<file path="config.mk">
export PLATFORM = sky130hd
export DESIGN_NAME = motor_pid_ctrl_flat
export DESIGN_NICKNAME = d
export VERILOG_FILES = /design/src/rtl/motor_pid_ctrl_if.sv /design/src/rtl/motor_pid_ctrl.sv /design/src/flat_wrapper.sv
export SDC_FILE = /design/constraint.sdc
export NUM_CORES = 2
export LEC_CHECK = 0
export CORE_UTILIZATION = 40
export DETAILED_ROUTE_END_ITERATION = 10
export HOLD_SLACK_MARGIN = 0.08
export MAX_ROUTING_LAYER = met4
export PLACE_DENSITY = 0.57
export SETUP_SLACK_MARGIN = 0.2
export SYNTH_ARGS = -nofsm -noshare
export SYNTH_HDL_FRONTEND = slang
export SYNTH_SLANG_ARGS = --single-unit
</file>
<file path="constraint.sdc">
create_clock -name clk -period 12.9 [get_ports clk]
set_clock_uncertainty 0.15 [all_clocks]
set_input_delay 3.225 -clock clk [delete_from_list [all_inputs] [get_ports clk]]
set_output_delay 3.225 -clock clk [all_outputs]
set_load 0.005 [all_outputs]
</file>
<file path="src/rtl/motor_pid_ctrl_if.sv">
// motor_pid_ctrl_if: setpoint/gain/measurement inputs and PWM-facing outputs of the velocity PID
interface motor_pid_ctrl_if #(parameter int DUTY_W = 16);
  logic en;
  logic signed [31:0] rot_v, p_gain, i_gain, d_gain, meas;
  logic meas_valid;
  logic [DUTY_W-1:0] duty;
  logic dir, out_valid, overrun;
  modport master(output en, rot_v, p_gain, i_gain, d_gain, meas, meas_valid,
                 input duty, dir, out_valid, overrun);
  modport slave(input en, rot_v, p_gain, i_gain, d_gain, meas, meas_valid,
                output duty, dir, out_valid, overrun);
endinterface

</file>
<file path="src/rtl/motor_pid_ctrl.sv">
// motor_pid_ctrl: saturated PID velocity loop sharing one multiplier across P, I and D
module motor_pid_ctrl #(
  parameter int GAIN_FRAC = 8,
  parameter logic [31:0] INTEG_MAX = 32'd1_000_000,
  parameter int DUTY_W = 16,
  parameter int DUTY_MAX = 1000
) (
  input logic clk,
  input logic rst,
  motor_pid_ctrl_if.slave bus
);
  typedef enum logic [2:0] {IDLE, ERR, MUL_P, MUL_I, MUL_D, SAT} state_t;
  localparam logic signed [33:0] IMAX = {2'b00, INTEG_MAX};
  localparam logic [65:0] DMAX = 66'(DUTY_MAX);
  state_t state, state_n;
  logic signed [31:0] rot_r, meas_r, kp, ki, kd, err_r, deriv_r, integ, prev_err;
  logic signed [31:0] err, deriv, integ_new, mul_a, mul_b;
  logic signed [33:0] integ_sum;
  logic signed [63:0] prod;
  logic signed [65:0] acc, u;
  logic [65:0] mag;
  logic start;
  function automatic logic signed [31:0] sat32(input logic signed [32:0] x);
    return (x[32] != x[31]) ? {x[32], {31{~x[32]}}} : x[31:0];
  endfunction
  assign start = bus.en && bus.meas_valid && state == IDLE;
  assign err = sat32({rot_r[31], rot_r} - {meas_r[31], meas_r});
  assign deriv = sat32({err[31], err} - {prev_err[31], prev_err});
  assign integ_sum = {{2{integ[31]}}, integ} + {{2{err[31]}}, err};
  assign integ_new = 32'(integ_sum > IMAX ? IMAX : integ_sum < -IMAX ? -IMAX : integ_sum);
  assign mul_a = state == MUL_P ? kp : state == MUL_I ? ki : kd;
  assign mul_b = state == MUL_P ? err_r : state == MUL_I ? integ : deriv_r;
  assign prod = mul_a * mul_b;
  assign u = acc >>> GAIN_FRAC;
  assign mag = u[65] ? -u : u;
  always_comb begin
    state_n = state;
    case (state)
      IDLE: state_n = bus.meas_valid ? ERR : IDLE;
      ERR: state_n = MUL_P;
      MUL_P: state_n = MUL_I;
      MUL_I: state_n = MUL_D;
      MUL_D: state_n = SAT;
      default: state_n = IDLE;
    endcase
    if (!bus.en) state_n = IDLE;
  end
  always_ff @(posedge clk) state <= rst ? IDLE : state_n;
  // disable shares the reset values so an abort leaves the loop exactly as after rst
  always_ff @(posedge clk) begin
    if (rst || !bus.en) begin
      integ <= '0;
      prev_err <= '0;
      acc <= '0;
      bus.duty <= '0;
      bus.dir <= 1'b1;
      bus.out_valid <= 1'b0;
      bus.overrun <= 1'b0;
    end else begin
      bus.out_valid <= state == SAT;
      bus.overrun <= bus.meas_valid && state != IDLE;
      if (state == ERR) begin
        integ <= integ_new;
        prev_err <= err;
      end
      if (state == MUL_P || state == MUL_I || state == MUL_D)
        acc <= (state == MUL_P ? '0 : acc) + {{2{prod[63]}}, prod};
      if (state == SAT) begin
        bus.dir <= !u[65];
        bus.duty <= mag > DMAX ? DUTY_W'(DUTY_MAX) : DUTY_W'(mag);
      end
    end
  end
  always_ff @(posedge clk) begin
    if (start) begin
      rot_r <= bus.rot_v;
      meas_r <= bus.meas;
      kp <= bus.p_gain;
      ki <= bus.i_gain;
      kd <= bus.d_gain;
    end
    if (state == ERR) begin
      err_r <= err;
      deriv_r <= deriv;
    end
  end
endmodule

</file>
<file path="src/flat_wrapper.sv">
// flat-port wrapper written by rule: the top's interface ports become plain ports
module motor_pid_ctrl_flat 
#(
  parameter int GAIN_FRAC = 8,
  parameter logic [31:0] INTEG_MAX = 32'd1_000_000,
  parameter int DUTY_W = 16,
  parameter int DUTY_MAX = 1000
)
  (clk, rst, bus_en, bus_rot_v, bus_p_gain, bus_i_gain, bus_d_gain, bus_meas, bus_meas_valid, bus_duty, bus_dir, bus_out_valid, bus_overrun);
  motor_pid_ctrl_if #(.DUTY_W(DUTY_W)) bus_i ();
  input logic clk;
  input logic rst;
  input wire logic [$bits(bus_i.en)-1:0] bus_en;
  input wire logic [$bits(bus_i.rot_v)-1:0] bus_rot_v;
  input wire logic [$bits(bus_i.p_gain)-1:0] bus_p_gain;
  input wire logic [$bits(bus_i.i_gain)-1:0] bus_i_gain;
  input wire logic [$bits(bus_i.d_gain)-1:0] bus_d_gain;
  input wire logic [$bits(bus_i.meas)-1:0] bus_meas;
  input wire logic [$bits(bus_i.meas_valid)-1:0] bus_meas_valid;
  output wire logic [$bits(bus_i.duty)-1:0] bus_duty;
  output wire logic [$bits(bus_i.dir)-1:0] bus_dir;
  output wire logic [$bits(bus_i.out_valid)-1:0] bus_out_valid;
  output wire logic [$bits(bus_i.overrun)-1:0] bus_overrun;
  assign bus_i.en = bus_en;
  assign bus_i.rot_v = bus_rot_v;
  assign bus_i.p_gain = bus_p_gain;
  assign bus_i.i_gain = bus_i_gain;
  assign bus_i.d_gain = bus_d_gain;
  assign bus_i.meas = bus_meas;
  assign bus_i.meas_valid = bus_meas_valid;
  assign bus_duty = bus_i.duty;
  assign bus_dir = bus_i.dir;
  assign bus_out_valid = bus_i.out_valid;
  assign bus_overrun = bus_i.overrun;
  motor_pid_ctrl #(.GAIN_FRAC(GAIN_FRAC), .INTEG_MAX(INTEG_MAX), .DUTY_W(DUTY_W), .DUTY_MAX(DUTY_MAX)) u_core (.clk(clk), .rst(rst), .bus(bus_i));
endmodule
</file>
==> impl_metrics.ini <==
[yosys]
synth_ff_type = edfxtp_1
yosysWarningCount = 0
synth_top_area_share = 0.364
syn-cell-area_um2 = 59800
netlist_instances = 6636
synth_fp_nets = 8233
synth.area.top_cells = fa_1, edfxtp_1, ha_1
ys_seq_area_frac = 0.163
synth_cell_types = 88
synthArstFlopShare = 0
synth.avg_cell_area_um2 = 9.01
synth_edf_count = 224
yosys_register_bits = 376
synth.largest_area_cell = fa_1

[min_path]
hold_depth = 2
min_path_type = reg -> reg
hold_start = u_core.acc[0]

[timing]
worst_slew_pin_slew_ns = 1.24
slew_violations = 0
hold_violations = 0
fin_setup_tns_ns = 0
holdWs_ns = 0.298
fin_crit_sh = 0.945
finalSetupViolCount = 0
fmax_ghz = 0.0820
rsz0062_at_grt = no
maxSlewHeadroom = 0.171
fin_crit_ns = 12.20

[final_layout]
area_delta_synth_final_pct = 11.3
num-nets-final = 8365
multi_input_area_um2 = 45000
nFillCells = 14400
finalCoreUtilization = 0.449
drive_gt1_frac = 0.0635
regArea_um2 = 9780

[run_status]
status = finished clean

[placed_design]
io_buffers = 182
hpwl_mm = 174
gp_congestion = 0.993

[setup_path]
path_max_fanout = 27
r2r-start = u_core.state[0]
cp_common_cell = fa_1
max_stage_delay_ns = 0.57
critical_path_arrival_ns = 12.65
crit_start = u_core.state[0]
cp-start-kind = flop
worstSetupEndpointType = flop
slowest_stage = fa_1
worstPathRequired_ns = 13.35
rr_worst_depth = 41
criticalPathCategory = reg -> reg

[floorplan]
rows = 141
core_um2 = 148000
io_pins = 183
die_y_um = 389
die_w_um = 389
initial_core_util = 0.404
die_area_um2 = 151000

[drt]
drc_errors = 0
wire_per_inst_um = 23.9
ant_nets = 0
vias_per_cell = 5.55
drt-total-wl_mm = 209
drt-initial-drc-count = 4353
num_vias = 48500
dr.pass1.iters = 6

[global_route]
antenna_found_initial = 10
grt_max_degree = 79
grt_overflow_total = 0
track_usage = 0.286
first_global_vias = 49300
grt_pass1_wl_mm = 315

[clock_tree]
cts_tree = done
numCtsBuffers = 47
cts_buffer_depth = 3
clock_latency_ns = 0.67
clk_pin_slew_ns = 0.06
htreeDepth = 2
clock-root-buffer = clkbuf_16
cts.sinks = 376

[run]
drv_cap = 0
stage by stage:
stage	area, um2	setup WS, ns	cells
3_3_place_gp	64600	0.142	8638
2_1_floorplan	59800	1.61	6636
4_1_cts	66300	0.237	8726
5_1_grt	66500	0.213	8741
6_report	66500	0.703	8741
3_5_place_dp	64600	0.180	8638
Yosys cell counts (all sizes together), types with 17 or more instances:
cell type,instances
nor2,691
nand3,75
nor4,26
maj3,20
dfxtp,152
nor3,74
a211oi,44
or3,30
buf,33
ha,347
xnor2,128
o21bai,44
nand4,33
and2,89
nand2b,27
nand2,812
inv,1051
a21oi,334
a22o,19
o211ai,21
clkbuf,299
or2,17
o21a,110
and3,43
fa,1086
edfxtp,224
o31ai,21
nor2b,24
o21ai,275
mux2i,70
xor2,74
a31oi,31
a21o,111
cell type report:
type	instances	share of cell area
timing repair buffer	414	0.0551
antenna	4	0.000151
sequential	376	0.147
multi-input combinational	4878	0.677
inverter	1051	0.0593
clock buffer	50	0.0179
tap	1930	0.0363
clock inverter	38	0.00700
cell families after synthesis:
kind of cell               Yosys count  share of synthesized area
AOI/OAI and AO/OA                 1154                      0.122
DFF                                376                      0.163
muxes                               76                     0.0129
adders and majority gates         1453                      0.440
buffers and inverters             1383                     0.0872
and+or+nand+nor                   1992                      0.145
xor gates and xnor gates           202                     0.0296
critical path, delay by kind of cell, from the launching register on:
family	cells	cell delay (ns)
simple gates	7	1.29
compound gates	14	3.73
buf+inv	8	1.03
fa+ha+maj	10	4.68
xor+xnor	1	0.14
flops	1	0.51
mux	1	0.50
timing repair:
| action | in CTS | in global routing |
|---|---|---|
| buffers inserted | 0 | 10 |
| hold buffers | 0 | 0 |
| pin swaps | 0 | 0 |
| setup endpoints to repair | 2 | 11 |
| cloned | 0 | 1 |
| resized for setup | 4 | 39 |
layer usage:
metal | vias to the layer above | GRT usage | wire [um] | part of all wire
met5 | - | - | 0 | 0
met4 | 0 | 0.0969 | 8510 | 0.041
met3 | 366 | 0.0503 | 17500 | 0.084
met2 | 2078 | 0.430 | 93200 | 0.45
met1 | 24500 | 0.389 | 89900 | 0.43
li1 | 21600 | - | - | -
final timing paths:
kind	endpoint	slack (ns)
worst min register to register	u_core.acc[0]	0.30
worst max register to register	u_core.acc[65]	0.70
worst min-delay path	u_core.acc[0]	0.30
worst max-delay path	u_core.acc[65]	0.70
cell usage in the layout (no fill, tap or decap), types with 13 or more instances in the layout:
cell type,count
fa_1,1086
inv_1,1050
nand2_1,811
nor2_1,689
ha_1,347
a21oi_1,332
edfxtp_1,224
buf_4,222
o21ai_0,217
clkdlybuf4s50_1,182
dfxtp_1,149
xnor2_1,128
a21o_1,111
and2_1,88
o21a_1,88
nand3_1,75
nor3_1,74
xor2_1,74
mux2i_1,65
clkbuf_16,47
o21bai_1,44
and3_1,43
a211oi_1,43
nand4_1,33
a31oi_1,31
o21ai_1,30
or3_1,29
o21ai_2,28
nand2b_1,25
nor4_1,24
nor2b_1,22
o21a_2,21
o211ai_1,21
maj3_1,20
o31ai_1,20
a22o_1,19
or2_2,17
or4_1,15
a211o_1,13
state kept, by name, indices dropped and copies added (netlist names):
name	count
u_core.rot_r	32
u_core.state	3
u_core.kd	32
u_core.acc	66
u_core.deriv_r	32
u_core.ki	32
u_core.bus.overrun	1
u_core.prev_err	32
u_core.bus.out_valid	1
u_core.bus.duty	16
u_core.integ	32
u_core.bus.dir	1
u_core.err_r	32
u_core.meas_r	32
u_core.kp	32
Power is left out: the tool's default activity adds up to more than one toggle a clock period on the data nets, which glitch-free logic cannot reach.
